===== config.mk =====
export PLATFORM = sky130hd
export DESIGN_NAME = wb_arbiter
export DESIGN_NICKNAME = d
export VERILOG_FILES = /design/src/rtl/wb_arbiter_pkg.sv /design/src/rtl/wb_arbiter_hold_slot.sv /design/src/rtl/wb_arbiter.sv
export SDC_FILE = /design/constraint.sdc
export NUM_CORES = 1
export LEC_CHECK = 0
export CAP_MARGIN = 20
export CORE_MARGIN = 2
export CORE_UTILIZATION = 50
export DETAILED_ROUTE_END_ITERATION = 10
export PLACE_DENSITY = 0.84
export SYNTH_ARGS = -nofsm -noshare
export SYNTH_HDL_FRONTEND = slang
export SYNTH_SLANG_ARGS = --single-unit

===== constraint.sdc =====
create_clock -name clk -period 12.7 [get_ports clk]
set_clock_uncertainty 0.1 [all_clocks]
set_input_delay 2.54 -clock clk [delete_from_list [all_inputs] [get_ports clk]]
set_output_delay 2.54 -clock clk [all_outputs]
set_load 0.005 [all_outputs]

===== src/rtl/wb_arbiter_pkg.sv =====
// Shared types and defaults for the register-file write-back arbiter.
// Width and wait defaults mirror the core-wide register bus settings.
package wb_arbiter_pkg;

  localparam int REG_ADDR_W   = 5;
  localparam int REG_DATA_W   = 32;
  localparam int MAX_WAIT_DEF = 4;
  localparam int AGE_W        = 4;

  typedef enum logic [1:0] {
    GNT_NONE,
    GNT_EX,
    GNT_LSU,
    GNT_DIV
  } gnt_e;

  typedef enum logic {
    RR_LSU = 1'b0,
    RR_DIV = 1'b1
  } rr_e;

endpackage


===== src/rtl/wb_arbiter_hold_slot.sv =====
// One-entry holding slot for a slow write-back producer.
// Tracks how long the entry has waited, saturating at MAX_WAIT.
module wb_hold_slot
  import wb_arbiter_pkg::*;
#(
  parameter int ADDR_W   = REG_ADDR_W,
  parameter int DATA_W   = REG_DATA_W,
  parameter int MAX_WAIT = MAX_WAIT_DEF
) (
  input  logic              clk,
  input  logic              rst,
  input  logic              capture,
  input  logic              grant,
  input  logic [ADDR_W-1:0] cap_addr,
  input  logic [DATA_W-1:0] cap_data,
  output logic              valid,
  output logic              aged,
  output logic [ADDR_W-1:0] addr,
  output logic [DATA_W-1:0] data
);

  localparam logic [AGE_W-1:0] AGE_MAX = AGE_W'(MAX_WAIT);

  logic [AGE_W-1:0] age;

  always_ff @(posedge clk or posedge rst) begin
    if (rst) begin
      valid <= 1'b0;
      addr  <= '0;
      data  <= '0;
      age   <= '0;
    end else if (capture) begin
      valid <= 1'b1;
      addr  <= cap_addr;
      data  <= cap_data;
      age   <= '0;
    end else if (grant) begin
      valid <= 1'b0;
      age   <= '0;
    end else if (valid && age != AGE_MAX) begin
      age <= age + 1'b1;
    end
  end

  assign aged = valid && (age >= AGE_MAX);

endmodule


===== src/rtl/wb_arbiter.sv =====
// Merges execute, load/store and divider writes into one register-file port.
// Execute has priority; the slow producers share a round-robin pointer.
module wb_arbiter
  import wb_arbiter_pkg::*;
#(
  parameter int ADDR_W   = REG_ADDR_W,
  parameter int DATA_W   = REG_DATA_W,
  parameter int MAX_WAIT = MAX_WAIT_DEF
) (
  input  logic              clk,
  input  logic              rst,
  input  logic              ex_valid_i,
  input  logic [ADDR_W-1:0] ex_waddr_i,
  input  logic [DATA_W-1:0] ex_wdata_i,
  output logic              ex_stall_o,
  input  logic              lsu_valid_i,
  output logic              lsu_ready_o,
  input  logic [ADDR_W-1:0] lsu_waddr_i,
  input  logic [DATA_W-1:0] lsu_wdata_i,
  input  logic              div_valid_i,
  output logic              div_ready_o,
  input  logic [ADDR_W-1:0] div_waddr_i,
  input  logic [DATA_W-1:0] div_wdata_i,
  output logic              we_o,
  output logic [ADDR_W-1:0] waddr_o,
  output logic [DATA_W-1:0] wdata_o,
  output logic              busy_o
);

  logic              lsu_v, lsu_aged;
  logic              div_v, div_aged;
  logic [ADDR_W-1:0] lsu_a, div_a;
  logic [DATA_W-1:0] lsu_d, div_d;

  logic              ex_take;
  gnt_e              gnt;
  rr_e               rr_q, rr_d;
  logic [ADDR_W-1:0] sel_addr;
  logic [DATA_W-1:0] sel_data;

  logic              we_q, stall_q;
  logic [ADDR_W-1:0] waddr_q;
  logic [DATA_W-1:0] wdata_q;

  wb_hold_slot #(
    .ADDR_W  (ADDR_W),
    .DATA_W  (DATA_W),
    .MAX_WAIT(MAX_WAIT)
  ) u_lsu_slot (
    .clk     (clk),
    .rst     (rst),
    .capture (lsu_valid_i & ~lsu_v),
    .grant   (gnt == GNT_LSU),
    .cap_addr(lsu_waddr_i),
    .cap_data(lsu_wdata_i),
    .valid   (lsu_v),
    .aged    (lsu_aged),
    .addr    (lsu_a),
    .data    (lsu_d)
  );

  wb_hold_slot #(
    .ADDR_W  (ADDR_W),
    .DATA_W  (DATA_W),
    .MAX_WAIT(MAX_WAIT)
  ) u_div_slot (
    .clk     (clk),
    .rst     (rst),
    .capture (div_valid_i & ~div_v),
    .grant   (gnt == GNT_DIV),
    .cap_addr(div_waddr_i),
    .cap_data(div_wdata_i),
    .valid   (div_v),
    .aged    (div_aged),
    .addr    (div_a),
    .data    (div_d)
  );

  // A stalled execute beat is a protocol error and is simply dropped.
  assign ex_take = ex_valid_i & ~stall_q;

  always_comb begin
    gnt  = GNT_NONE;
    rr_d = rr_q;
    unique case (1'b1)
      ex_take: gnt = GNT_EX;
      ~ex_take & lsu_v & div_v: begin
        gnt  = (rr_q == RR_LSU) ? GNT_LSU : GNT_DIV;
        rr_d = (rr_q == RR_LSU) ? RR_DIV : RR_LSU;
      end
      ~ex_take & lsu_v & ~div_v: gnt = GNT_LSU;
      ~ex_take & ~lsu_v & div_v: gnt = GNT_DIV;
      default: gnt = GNT_NONE;
    endcase
  end

  always_comb begin
    sel_addr = '0;
    sel_data = '0;
    unique case (gnt)
      GNT_EX: begin
        sel_addr = ex_waddr_i;
        sel_data = ex_wdata_i;
      end
      GNT_LSU: begin
        sel_addr = lsu_a;
        sel_data = lsu_d;
      end
      GNT_DIV: begin
        sel_addr = div_a;
        sel_data = div_d;
      end
      default: begin
        sel_addr = '0;
        sel_data = '0;
      end
    endcase
  end

  always_ff @(posedge clk or posedge rst) begin
    if (rst) begin
      rr_q    <= RR_LSU;
      we_q    <= 1'b0;
      waddr_q <= '0;
      wdata_q <= '0;
      stall_q <= 1'b0;
    end else begin
      rr_q    <= rr_d;
      stall_q <= lsu_aged | div_aged;
      we_q    <= (gnt != GNT_NONE) && (sel_addr != '0);
      if (gnt != GNT_NONE) begin
        waddr_q <= sel_addr;
        wdata_q <= sel_data;
      end
    end
  end

  assign we_o        = we_q;
  assign waddr_o     = waddr_q;
  assign wdata_o     = wdata_q;
  assign ex_stall_o  = stall_q;
  assign lsu_ready_o = ~lsu_v;
  assign div_ready_o = ~div_v;
  assign busy_o      = lsu_v | div_v;

endmodule


==> metrics.txt, run 1 <==
cell type contributing the most total cell area after synthesis sky130_fd_sc_hd__dfrtp_1; number of setup buffers added after CTS 0; first-pass GRT wire length 22850 µm; leading post-synthesis cells by cell area sky130_fd_sc_hd__dfrtp_1 59%, sky130_fd_sc_hd__mux2_2 15%, sky130_fd_sc_hd__a221oi_1 5.3%, sky130_fd_sc_hd__a21oi_1 3.3%, sky130_fd_sc_hd__nand2_1 3.0%; dominant register cell in the synthesized netlist sky130_fd_sc_hd__dfrtp_1; fillers approximately 670; post-synthesis cell area roughly 0.0053 mm²; Static Leakage 3.126 nW; clock tree buffer depth 2; net total in the final layout 702; count of routing violations after the opening detailed-route iteration roughly 310; RSZ-0062 raised after global routing false; final HPWL from detailed placement a little over 9000 µm; worst slew pin tran 1.076 ns; Rel. slew slack roughly 28%; top cells by instance count after synthesis 124 x sky130_fd_sc_hd__dfrtp_1, 69 x sky130_fd_sc_hd__mux2_2, 42 x sky130_fd_sc_hd__nand2_1; area of the core region 0.01028 mm²; horizontal extent of the die 106.8 µm; Reg clk slew, reported paths 0.06 ns; y dimension of the die about 110 µm; sequential cell area fraction in the yosys report 58.74%; count of standard-cell rows 37; post-DR vias/cell 5.672; share of the core filled with cells between 70% and 80%; global-route congestion overflow total 0; residual DRC count 0; vias after detailed routing 4146; buffer cell driving the clock tree root sky130_fd_sc_hd__clkbuf_8; clock tree from TritonCTS built; final-report hold violation count 0; maximum vdd ir drop 0.0001076 V; run status complete, no violations; max-cap check violation count 0; input/output buffers 157; Setup crit end kind output port; clk_lat worst skew 0.51 ns; Die ar. 0.01140 mm²; total of hold buffers inserted after clock tree synthesis 0; most frequently used cell type in the post-synthesis netlist sky130_fd_sc_hd__dfrtp_1; clock period minus final worst setup slack around 4.5 ns; overall routed net length between 10000 and 15000 µm; overall fraction of global-route tracks in use 26.03%; maximum number of pins on one net before global-route repair 73; fraction of final layout cells sized beyond drive strength 1 roughly a fifth; critical path class register to output port; total inserted antenna cells 0; number of global-route vias before repair 4516; routed length per placed instance 19.26 µm; number of levels the H-tree was split into 4; final worst-path cycle share a little over a third; initial antenna violation count 0; maximum fanout encountered on the critical timing path 6; min-delay worst type register to register; TNS Setup 0 ns; average cell area after synthesis 12.29 µm²; placer's final routability congestion estimate 0.8326; cell area power density 245.7 mW/mm²; post-CTS sizing 0; number of enable flip-flop cells after synthesis 0; count of pins on the block boundary 158; setup violation total in the final timing report 0; FMAX 0.2233 GHz; layout overhead on the synthesized area 42.75%; cts bufs inserted 17; DRT antenna net count 0; Post-Synthesis Net Count 550; worst endpoint required time a little over 10 ns; effective utilization at floorplan 51.40%; fraction of synthesized cell area taken by the top area cell type 58.74%; Gate Count Post-Synth 430; number of synthesis warnings 0; launching element type of the critical path register; Initial DRT Pass Iterations 5; final max-slew violation count 0; number of register bits inferred by synthesis 124; clk sink count roughly 120; number of distinct library cells after synthesis 31; CP arrival ~1.8 ns; share of async-settable or async-resettable flops after synthesis 100.0%
-- kinds of logic after synthesis --
| group | synth area share [%] |
|---|---|
| mux | 15.77 |
| simple gates | 8.314 |
| buf+inv | 4.406 |
| xor+xnor | 1.161 |
| flops | 58.74 |
| fa+ha+maj | 0.9475 |
| compound gates | 10.66 |
-- layer usage --
metal  global-route usage (%)  vias to the layer above  routed length, µm
li1                         -                     1831                  -
met1                    33.55                     2078               5894
met2                    42.95                      211               6904
met3                    5.653                       26                992
met4                    10.58                        0                286
met5                        0                        -                  0
-- power by group --
group	switching [mW]	total, mW	internal, mW
registers	0.124	0.717	0.593
clock network	0.171	0.510	0.339
logic	0.274	0.626	0.353
-- state kept, by name, indices dropped and copies added (netlist names) --
name	cells
u_div_slot.data	32
u_lsu_slot.data	32
wdata_o	32
u_div_slot.addr	5
u_lsu_slot.addr	5
waddr_o	5
u_div_slot.age	4
u_lsu_slot.age	4
ex_stall_o	1
rr_q	1
u_div_slot.valid	1
u_lsu_slot.valid	1
we_o	1
-- final timing paths --
kind                                        from                   to  slack, ns  cells after the start
worst max-delay path            u_lsu_slot.valid               busy_o       8.22                      3
worst min-delay path                  waddr_o[4]           waddr_o[4]       0.38                      1
worst max register to register        ex_stall_o          wdata_o[14]      10.40                      6
worst min register to register        waddr_o[4]           waddr_o[4]       0.38                      1
max in group asynchronous                    rst           wdata_o[0]       8.74                      3
min in group asynchronous                    rst  u_div_slot.data[27]       2.38                      2
-- stage by stage --
stage / instances / hold slack [ns] / power (mW) / worst slack (ns) / cell area [µm²]
2_1_floorplan: 430 / 0.3570 / 1.072 / 6.761 / 5283
3_3_place_gp: 698 / 0.3625 / 1.303 / 7.394 / 6887
3_5_place_dp: 698 / 0.3653 / 1.338 / 7.321 / 6887
4_1_cts: 730 / 0.3788 / 1.856 / 7.809 / 7521
5_1_grt: 731 / 0.3933 / 1.959 / 8.131 / 7541
6_report: 731 / 0.3808 / 1.853 / 8.221 / 7541
-- cell usage in the layout (no fill, tap or decap), types with 5 or more instances in the layout --
| master | instances |
|---|---|
| sky130_fd_sc_hd__nor2_1 | 40 |
| sky130_fd_sc_hd__nor3_1 | 9 |
| sky130_fd_sc_hd__clkdlybuf4s50_1 | 157 |
| sky130_fd_sc_hd__dfrtp_1 | 124 |
| sky130_fd_sc_hd__mux2_1 | 5 |
| sky130_fd_sc_hd__a221oi_1 | 32 |
| sky130_fd_sc_hd__a21oi_1 | 35 |
| sky130_fd_sc_hd__clkbuf_16 | 16 |
| sky130_fd_sc_hd__clkbuf_8 | 5 |
| sky130_fd_sc_hd__mux2_2 | 69 |
| sky130_fd_sc_hd__buf_4 | 5 |
| sky130_fd_sc_hd__nand2_1 | 42 |
| sky130_fd_sc_hd__inv_1 | 7 |
-- final cells by class --
cell class,count,area (µm²),share of cell area [%]
sequential,124,3103,41.15
multi-input combinational,267,1968,26.10
timing repair buffer,163,1629,21.60
clock buffer,22,473.0,6.272
tap,136,170.2,2.257
clock inverter,10,161.4,2.140
inverter,9,36.28,0.4812
-- critical path: stages (launching register included) --
cell and delay, ns:
sky130_fd_sc_hd__dfrtp_1 0.45, sky130_fd_sc_hd__inv_1 0.19, sky130_fd_sc_hd__nand2_1 0.17, sky130_fd_sc_hd__clkdlybuf4s50_1 0.52
Power figures use the tool's default switching activity.
==> inputs of run 2 (changes only) <==
--- a/config.mk
+++ b/config.mk
@@ -7,9 +7,9 @@
 export LEC_CHECK = 0
 export CAP_MARGIN = 20
 export CORE_MARGIN = 2
-export CORE_UTILIZATION = 50
+export CORE_UTILIZATION = 43
 export DETAILED_ROUTE_END_ITERATION = 10
-export PLACE_DENSITY = 0.84
+export PLACE_DENSITY = 0.77
 export SYNTH_ARGS = -nofsm -noshare
 export SYNTH_HDL_FRONTEND = slang
 export SYNTH_SLANG_ARGS = --single-unit
==> constraint.sdc (replaced) <==
create_clock -name clk -period 3.8 [get_ports clk]
set_clock_uncertainty 0.1 [all_clocks]
set_input_delay 0.76 -clock clk [delete_from_list [all_inputs] [get_ports clk]]
set_output_delay 0.76 -clock clk [all_outputs]
set_load 0.005 [all_outputs]
==> metrics.txt, run 2 (synthesized netlist as in run 1, its figures left out) <==
clock period minus final worst setup slack 2.688 ns; run status complete, no violations; CP arrival between 2 and 3 ns; Rel. slew slack 34.50%; horizontal extent of the die approximately 110 µm; RSZ-0062 raised after global routing false; placer's final routability congestion estimate 0.7732; Die ar. 0.01319 mm²; net total in the final layout 703; DRT antenna net count 0; fraction of final layout cells sized beyond drive strength 1 19.33%; clk sink count around 120; maximum number of pins on one net before global-route repair between 100 and 150; cell area power density 824.7 mW/mm²; number of levels the H-tree was split into 4; final worst-path cycle share 70.73%; Reg clk slew, reported paths 0.06 ns; number of setup buffers added after CTS 0; commonest non-fill, non-tap cell in the layout sky130_fd_sc_hd__clkdlybuf4s50_1; FMAX around 0.37 GHz; worst endpoint required time 3.98 ns; clock tree from TritonCTS built; buffer cell driving the clock tree root sky130_fd_sc_hd__clkbuf_16; post-CTS sizing 0; count of pins on the block boundary between 150 and 200; area of the core region 0.01201 mm²; critical path class primary input to register; count of routing violations after the opening detailed-route iteration 278; input/output buffers 157; max-cap check violation count 0; met1 demand-to-capacity share in global routing a little over a quarter; overall fraction of global-route tracks in use 21.64%; Initial DRT Pass Iterations 5; total inserted antenna cells 0; Static Leakage roughly 3.1 nW; global-route congestion overflow total 0; TNS Setup 0 ns; post-DR vias/cell 5.445; most used cells in the layout excluding fill and tap cells 157 x sky130_fd_sc_hd__clkdlybuf4s50_1, 124 x sky130_fd_sc_hd__dfrtp_1, 69 x sky130_fd_sc_hd__mux2_2; launching element type of the critical path primary input; clock tree buffer depth 2; cts bufs inserted 17; number of global-route vias before repair 4324; number of standard cells in the layout, taps in and fillers out 742; post-placement cell count 711; maximum vdd ir drop 0.0003399 V; worst slew pin tran 0.9801 ns; most crowded layer after global routing met2; fillers 946; clk_lat worst skew 0.40 ns; Setup crit end kind register; vias after detailed routing 4040; final-report hold violation count 0; setup violation total in the final timing report 0; Cell Chain, Critical Path clkdlybuf4s50_1 -> nor2b_4 -> nor3_4 -> buf_4 -> a221oi_1 -> a21oi_1; maximum fanout encountered on the critical timing path 24; effective utilization at floorplan around 44%; total of hold buffers inserted after clock tree synthesis 0; routed length per placed instance 18.72 µm; count of standard-cell rows 40; y dimension of the die 114.8 µm; layout overhead on the synthesized area 44.24%; min-delay worst type register to register; initial antenna violation count 0; residual DRC count 0; GR Util met2 37.12%; final HPWL from detailed placement 9329 µm; first-pass GRT wire length 21890 µm; final max-slew violation count 0; crit path max-delay cell type sky130_fd_sc_hd__nor2b_4; longest individual stage delay on the worst path 0.64 ns; met3 Track Usage GR 5.271%; overall routed net length 13890 µm
## run 2: area by class of cell
cell class | instances | area (µm²) | area share, %
clock inverter | 13 | 214.0 | 2.808
clock buffer | 18 | 439.2 | 5.764
inverter | 9 | 37.54 | 0.4926
multi-input combinational | 267 | 1968 | 25.83
tap | 147 | 183.9 | 2.414
timing repair buffer | 164 | 1674 | 21.97
sequential | 124 | 3103 | 40.72
## run 2: worst paths after layout
| path | startpoint | end | slack [ns] | depth (start not counted) |
|---|---|---|---|---|
| worst min-delay path | waddr_o[4] | waddr_o[4] | 0.38 | 1 |
| worst max-delay path | ex_valid_i | wdata_o[0] | 1.11 | 6 |
| worst min register to register | waddr_o[4] | waddr_o[4] | 0.38 | 1 |
| max in group asynchronous | rst | wdata_o[10] | 2.28 | 3 |
| worst max register to register | u_div_slot.valid | wdata_o[16] | 1.51 | 5 |
| min in group asynchronous | rst | u_div_slot.data[29] | 0.80 | 3 |
## run 2: metal layers
| layer | vias up | wire length [µm] |
|---|---|---|
| met4 | 0 | 225 |
| met1 | 2004 | 5786 |
| li1 | 1845 | - |
| met5 | - | 0 |
| met3 | 22 | 767 |
| met2 | 169 | 7108 |
## run 2: through the flow
stage                     total power [mW]  util, %  setup slack, ns  hold WS, ns  instance area [µm²]
after floorplan                      3.584        -            1.415       0.3570                 5286
after global placement               4.404    58.00           0.8118       0.3721                 6967
after detailed placement             4.520    58.00           0.6977       0.3786                 6967
after CTS                            6.325    63.44            1.134       0.3907                 7620
after global routing                 6.634    63.44           0.9710       0.4000                 7620
final                                6.284    63.44            1.112       0.3845                 7620
## run 2: power by group
part           switching [mW]  internal, mW
combinational           0.911          1.20
sequential              0.416          1.98
clock                   0.595          1.18
total                    1.92          4.36
## run 2: critical path: cells and delay by family
kind | cells | cell delay, ns
compound gates | 2 | 0.42
buf+inv | 2 | 0.77
simple gates | 2 | 0.90
